$ cat config.mk
export PLATFORM = sky130hd
export DESIGN_NAME = ervp_mailbox_register
export DESIGN_NICKNAME = d
export VERILOG_FILES = /design/src/rtl/ervp_mailbox_register_pkg.sv /design/src/rtl/ervp_mailbox_register_wrap_counter.sv /design/src/rtl/ervp_mailbox_register.sv
export SDC_FILE = /design/constraint.sdc
export NUM_CORES = 1
export LEC_CHECK = 0
export ABC_AREA = 1
export ABC_CLOCK_PERIOD_IN_PS = 2350
export CORE_MARGIN = 8
export CORE_UTILIZATION = 55
export CTS_BUF_LIST = sky130_fd_sc_hd__clkbuf_8
export DETAILED_ROUTE_END_ITERATION = 10
export GPL_ROUTABILITY_DRIVEN = 0
export MAX_ROUTING_LAYER = met4
export PLACE_DENSITY_LB_ADDON = 0.05
export SYNTH_ARGS = -nofsm -noshare
export SYNTH_HDL_FRONTEND = slang
export SYNTH_SLANG_ARGS = --single-unit
$ cat constraint.sdc
create_clock -name clk -period 2.35 [get_ports clk]
set_clock_uncertainty 0.2 [all_clocks]
set_input_delay 0.705 -clock clk [delete_from_list [all_inputs] [get_ports clk]]
set_output_delay 0.705 -clock clk [all_outputs]
set_load 0.03 [all_outputs]
$ cat src/rtl/ervp_mailbox_register_pkg.sv
// ---------------------------------------------------------------------------
// ervp_global : shared constants and width helpers for the ervp mailbox slice.
//
// Contents
//   MODE_BLOCK / MODE_OVERWRITE : values for the mailbox OVERWRITE parameter
//   f_clog2     : ceil(log2(value)), 0 for value <= 1
//   f_bw_ptr    : pointer width for a DEPTH-entry ring, never below 1 bit
//   f_bw_count  : occupancy counter width able to hold 0..DEPTH
// ---------------------------------------------------------------------------
package ervp_global;

    localparam int MODE_BLOCK     = 32'sd0;
    localparam int MODE_OVERWRITE = 32'sd1;

    // Bounded loop so the function stays a plain elaboration-time constant.
    function automatic int f_clog2(input int value);
        int result;
        result = 32'sd0;
        for (int i = 0; i < 31; i++) begin
            if ((32'sd1 << i) < value) begin
                result = i + 32'sd1;
            end
        end
        return result;
    endfunction

    // A DEPTH=1 ring still needs a 1-bit pointer so the ports are never zero-width.
    function automatic int f_bw_ptr(input int depth);
        int bits;
        bits = f_clog2(depth);
        if (bits < 32'sd1) begin
            bits = 32'sd1;
        end
        return bits;
    endfunction

    // The count must reach DEPTH itself, hence DEPTH+1 states.
    function automatic int f_bw_count(input int depth);
        return f_clog2(depth + 32'sd1);
    endfunction

endpackage

$ cat src/rtl/ervp_mailbox_register_wrap_counter.sv
// ---------------------------------------------------------------------------
// ervp_wrap_counter : modulo-DEPTH pointer used for the mailbox read and
// write positions.
//
// Ports
//   clk    in   clock, rising edge
//   rstnn  in   asynchronous active-low reset, value -> 0
//   clear  in   synchronous return to 0, wins over inc
//   inc    in   advance by one, wrapping DEPTH-1 -> 0
//   value  out  current pointer (registered)
// ---------------------------------------------------------------------------
module ervp_wrap_counter
    import ervp_global::*;
#(
    parameter int DEPTH  = 4,
    parameter int BW_PTR = f_bw_ptr(DEPTH)
) (
    input  logic              clk,
    input  logic              rstnn,
    input  logic              clear,
    input  logic              inc,
    output logic [BW_PTR-1:0] value
);

    localparam logic [BW_PTR-1:0] LAST_C = BW_PTR'(DEPTH - 32'sd1);

    logic [BW_PTR-1:0] value_r;
    logic [BW_PTR-1:0] value_next_s;

    // Next pointer value: clear first, then wrap-aware increment.
    always_comb begin
        value_next_s = value_r;
        if (clear) begin
            value_next_s = {BW_PTR{1'b0}};
        end else if (inc) begin
            if (value_r == LAST_C) begin
                value_next_s = {BW_PTR{1'b0}};
            end else begin
                value_next_s = value_r + BW_PTR'(1'b1);
            end
        end else begin
            value_next_s = value_r;
        end
    end

    // Pointer register.
    always_ff @(posedge clk or negedge rstnn) begin
        if (!rstnn) begin
            value_r <= {BW_PTR{1'b0}};
        end else begin
            value_r <= value_next_s;
        end
    end

    assign value = value_r;

endmodule

$ cat src/rtl/ervp_mailbox_register.sv
// ---------------------------------------------------------------------------
// ervp_mailbox_register : DEPTH-entry single-clock mailbox with
// wrequest/wready and rrequest/rready handshakes, optional overwrite of the
// oldest entry when full, occupancy count, synchronous flush and a drop pulse.
//
// Ports
//   clk       in   clock, rising edge
//   rstnn     in   asynchronous active-low reset
//   flush     in   synchronous clear of pointers/count (storage untouched)
//   wready    out  a write will be accepted this cycle
//   wrequest  in   producer write strobe
//   wdata     in   write data
//   rready    out  head entry valid
//   rrequest  in   consumer pop strobe
//   rdata     out  head entry, first-word fall-through from registers
//   count     out  number of valid entries, 0..DEPTH
//   dropped   out  one-cycle pulse after an entry was discarded by overwrite
// ---------------------------------------------------------------------------
module ervp_mailbox_register
    import ervp_global::*;
#(
    parameter int BW_DATA   = 8,
    parameter int DEPTH     = 4,
    parameter int OVERWRITE = MODE_BLOCK,
    localparam int BW_COUNT = f_bw_count(DEPTH),
    localparam int BW_PTR   = f_bw_ptr(DEPTH)
) (
    input  logic                clk,
    input  logic                rstnn,
    input  logic                flush,
    output logic                wready,
    input  logic                wrequest,
    input  logic [BW_DATA-1:0]  wdata,
    output logic                rready,
    input  logic                rrequest,
    output logic [BW_DATA-1:0]  rdata,
    output logic [BW_COUNT-1:0] count,
    output logic                dropped
);

    localparam logic                OVR_EN_C = (OVERWRITE == MODE_OVERWRITE) ? 1'b1 : 1'b0;
    localparam logic [BW_COUNT-1:0] FULL_C   = BW_COUNT'(DEPTH);

    logic [BW_DATA-1:0]  storage_r [DEPTH];
    logic [BW_COUNT-1:0] count_r;
    logic                dropped_r;

    logic [BW_PTR-1:0]   wptr_s;
    logic [BW_PTR-1:0]   rptr_s;
    logic                full_s;
    logic                accept_s;
    logic                pop_s;
    logic                write_en_s;
    logic                winc_s;
    logic                rinc_s;
    logic                drop_event_s;
    logic [BW_COUNT-1:0] count_next_s;

    assign full_s   = (count_r == FULL_C);
    assign wready   = !full_s | OVR_EN_C;
    assign rready   = (count_r != {BW_COUNT{1'b0}});
    assign accept_s = wrequest & wready;
    assign pop_s    = rrequest & rready;

    // Event decode. A write into a full mailbox without a matching pop can
    // only be accepted in overwrite mode, and it must push the head forward.
    always_comb begin
        write_en_s   = 1'b0;
        winc_s       = 1'b0;
        rinc_s       = 1'b0;
        drop_event_s = 1'b0;
        if (flush) begin
            write_en_s   = 1'b0;
            winc_s       = 1'b0;
            rinc_s       = 1'b0;
            drop_event_s = 1'b0;
        end else begin
            drop_event_s = accept_s & !pop_s & full_s;
            write_en_s   = accept_s;
            winc_s       = accept_s;
            rinc_s       = pop_s | drop_event_s;
        end
    end

    // Occupancy update: a simultaneous accept+pop, or an overwrite, keeps it.
    always_comb begin
        count_next_s = count_r;
        if (flush) begin
            count_next_s = {BW_COUNT{1'b0}};
        end else if (accept_s && !pop_s && !full_s) begin
            count_next_s = count_r + BW_COUNT'(1'b1);
        end else if (pop_s && !accept_s) begin
            count_next_s = count_r - BW_COUNT'(1'b1);
        end else begin
            count_next_s = count_r;
        end
    end

    // Count and drop-pulse registers.
    always_ff @(posedge clk or negedge rstnn) begin
        if (!rstnn) begin
            count_r   <= {BW_COUNT{1'b0}};
            dropped_r <= 1'b0;
        end else begin
            count_r   <= count_next_s;
            dropped_r <= drop_event_s;
        end
    end

    // Entry storage; reset clear keeps rdata deterministic, flush leaves it alone.
    always_ff @(posedge clk or negedge rstnn) begin
        if (!rstnn) begin
            for (int i = 0; i < DEPTH; i++) begin
                storage_r[i] <= {BW_DATA{1'b0}};
            end
        end else if (write_en_s) begin
            storage_r[wptr_s] <= wdata;
        end
    end

    ervp_wrap_counter #(
        .DEPTH  (DEPTH),
        .BW_PTR (BW_PTR)
    ) u_wptr (
        .clk   (clk),
        .rstnn (rstnn),
        .clear (flush),
        .inc   (winc_s),
        .value (wptr_s)
    );

    ervp_wrap_counter #(
        .DEPTH  (DEPTH),
        .BW_PTR (BW_PTR)
    ) u_rptr (
        .clk   (clk),
        .rstnn (rstnn),
        .clear (flush),
        .inc   (rinc_s),
        .value (rptr_s)
    );

    assign rdata   = storage_r[rptr_s];
    assign count   = count_r;
    assign dropped = dropped_r;

endmodule
==> impl_results.md, run 1 <==
- Post-Place Worst Slack: -0.164 ns
- Tmin final: 2.32 ns
- First-pass GRT wire length: 7290 um
- Ports: 27
- Final Setup Violations: 0
- Final Cycle Share: 98.7%
- Crit end category: output port
- Clk slew on worst S/H paths: 0.09 ns
- Layout cell share with drive strength beyond 1: 19.4%
- Final #Nets: 269
- Diodes inserted: 0
- Simple-Gate Fraction of Synth Area: 19.6%
- Worst Slack Setup Final: 0.0297 ns
- Gr usage total: 17.4%
- # hold bufs at CTS: 0
- Net Count, Synth: 236
- Placed cell areas: 2230 um2
- Seq/Total Area, Yosys: 51.3%
- Largest net degree at the start of global routing: 41
- Vias after detailed routing: 1,584
- Type of the most critical hold path: in2async
- Main synth FF type: dfrtp_1
- H-tree lvl count: 2
- Area Growth Syn to Fin: 23.2%
- Cells after Synth: 218
- Wirelength per Cell: 14.5 um
- CTS Buffer Depth: 2
- Largest family of logic cells by synthesized area: simple AND/OR/NAND/NOR gates
- 1st-iter DRT viols: 149
- DRC Markers: 0
- Post-synthesis cell type count: 21
- Fin. max-slew vios: 0
- First-pass iteration count of the detailed router: 4
- Final Total Pwr: 2.97 mW
- CP Class: reg2out
- TritonCTS clock tree: built
- Register bit total from synthesis: 40
- Leakage: 1.22 nW
- Die W: 75.5 um
- Max IR drop VDD: 751 uV
- Unrepaired setup endpoints after global routing: true
- Clk_lat worst skew: 0.30 ns
- Crit path DAT: 1.42 ns
- Layout Cells excl Fill: 298
- Worst EP required: 1.44 ns
- Setup TNS: 0 ns
- Multiplexer area fraction after synthesis: 0%
- Final ANT Viol Nets: 0
- Drt total wl: 4320 um
- Ys async rst share: 100%
- Xor-xnor portion of the synthesized cell area: 0.449%
- TritonCTS buffer count: 5
- Synth Warn #: 0
- PwrDens: 1230 nW/um2
- Chip Height: 75.5 um
- Rel. slew slack: 66.0%
- Outcome: finished, final reports clean
- Core Footprint: 3360 um2
- Critical-path maximum fanout: 17
- Starting Density: 58.0%
- Placed insts: 289
- Reg2Reg Depth: 11
- Fill cell count: 272
- R2r setup slk: 0.37 ns
- Final Hold Vio Count: 0
- Post-Syn Area: 1950 um2
- Cell area after layout: 2400 um2
- Number of synthesized flops with an enable pin: 0
- Global route overflow: 0
- Maxcap violations: 0
- PortBufs: 26
- Mean area per synthesized cell: 8.94 um2
- Row cnt: 21
- Compound-Gate Fraction of Synth Area: 17.7%
- Startpoint types: flop
- Die area: 5710 um2
- Via density: 5.32
- Initial antenna violation count: 0
- Least-Margin Pin Slew: 0.510 ns
- Fmax achieved: 0.431 GHz
- Sink Count: 40
- Adder-Cell Fraction of Synth Area: 3.59%
- CTS root buf: clkbuf_8
- HPWL after detailed placement: 2930 um
- Vias in the first global route: 1,625
==> where the power goes <==
part | total (mW) | switching (mW) | leakage [nW] | internal, mW
logic | 1.25 | 0.752 | 0.654 | 0.500
registers | 1.13 | 0.179 | 0.514 | 0.948
clock network | 0.587 | 0.267 | 0.0548 | 0.320
==> state kept, by name, indices dropped and copies added (netlist names) <==
signal        flops
storage_r        32
count             3
u_wptr.value      2
u_rptr.value      2
dropped           1
==> cell usage after synthesis, types with 3 or more instances <==
| library cell | n | area [um2] |
|---|---|---|
| nand3_1 | 3 | 15.0 |
| nand2_4 | 6 | 67.6 |
| o21ai_1 | 24 | 120 |
| nor2_1 | 19 | 71.3 |
| dfrtp_1 | 40 | 1000 |
| o22ai_1 | 8 | 50.1 |
| inv_1 | 20 | 75.1 |
| nand4_1 | 3 | 18.8 |
| o21ai_2 | 8 | 70.1 |
| buf_6 | 4 | 45.0 |
| a21oi_1 | 3 | 15.0 |
| o21ai_0 | 18 | 90.1 |
| ha_1 | 4 | 50.1 |
| nand2_1 | 49 | 184 |
==> routing by layer <==
metal,GRT usage (%),wire length [um],vias to the layer above
met5,-,0,-
met4,8.53,83,0
met3,2.89,262,7
met2,28.1,2110,49
met1,20.5,1860,753
li1,-,-,775
==> cell usage in the layout (no fill, tap or decap), types with 2 or more instances in the layout <==
cell,instances
o22ai_1,8
clkdlybuf4s50_1,12
clkinvlp_4,2
nand2_4,6
o21ai_1,29
nand2_1,49
o21ai_0,9
dlygate4sd2_1,4
a21oi_1,3
o21ai_2,12
nand3_1,3
inv_1,18
ha_1,4
clkbuf_8,5
nor2_1,18
dfrtp_1,39
nand4_1,3
buf_4,14
==> layout make-up <==
| class | instances | area [um2] | area share (%) |
|---|---|---|---|
| tap | 46 | 57.6 | 2.40 |
| sequential | 40 | 1000 | 41.7 |
| clock buffer | 5 | 68.8 | 2.86 |
| timing repair buffer | 34 | 313 | 13.0 |
| clock inverter | 3 | 46.3 | 1.93 |
| multi-input combinational | 150 | 833 | 34.7 |
| inverter | 20 | 81.3 | 3.39 |
==> repair_timing <==
action,CTS,global route
gates resized for setup,7,19
buffers inserted,1,0
endpoints found under the setup margin,12,11
==> cell families (layout without fill, tap and decap cells) <==
logic type,after synthesis,in the layout
AND/OR/NAND/NOR,82,82
AO/OA/AOI/OAI,61,61
flip-flops,40,40
buffers and inverters,28,62
adder cells (fa/ha/maj),5,5
other,1,1
XOR/XNOR,1,1
==> final timing paths <==
path,from,endpoint
max,u_rptr.value[0],rdata[3]
min,rstnn,count[1]
max reg2reg,count[0],count[2]
min reg2reg,storage_r[8],storage_r[8]
max in group asynchronous,rstnn,u_rptr.value[1]
min in group clk,storage_r[8],storage_r[8]
==> through the flow <==
step	hold WS, ns	util [%]
finish	0.244	71.4
global route	0.283	71.4
CTS	0.266	70.4
detailed placement	0.264	66.4
global placement	0.260	66.4
floorplan	0.209	-
==> critical path, stage by stage (launching register included) <==
cell	delay [ns]
dfrtp_1	0.43
clkinvlp_4	0.10
buf_12	0.15
nor2_1	0.05
o22ai_1	0.18
buf_4	0.19
Note: power is estimated with default switching activity, not from simulation.
==> inputs of run 2 (changes only) <==
--- a/config.mk
+++ b/config.mk
@@ -10,6 +10,7 @@
 export CORE_MARGIN = 8
 export CORE_UTILIZATION = 55
 export CTS_BUF_LIST = sky130_fd_sc_hd__clkbuf_8
+export CTS_CLUSTER_DIAMETER = 60
 export DETAILED_ROUTE_END_ITERATION = 10
 export GPL_ROUTABILITY_DRIVEN = 0
 export MAX_ROUTING_LAYER = met4
==> results of run 2 <==
The final DEF is identical to that of run 1; final timing and power are the same.
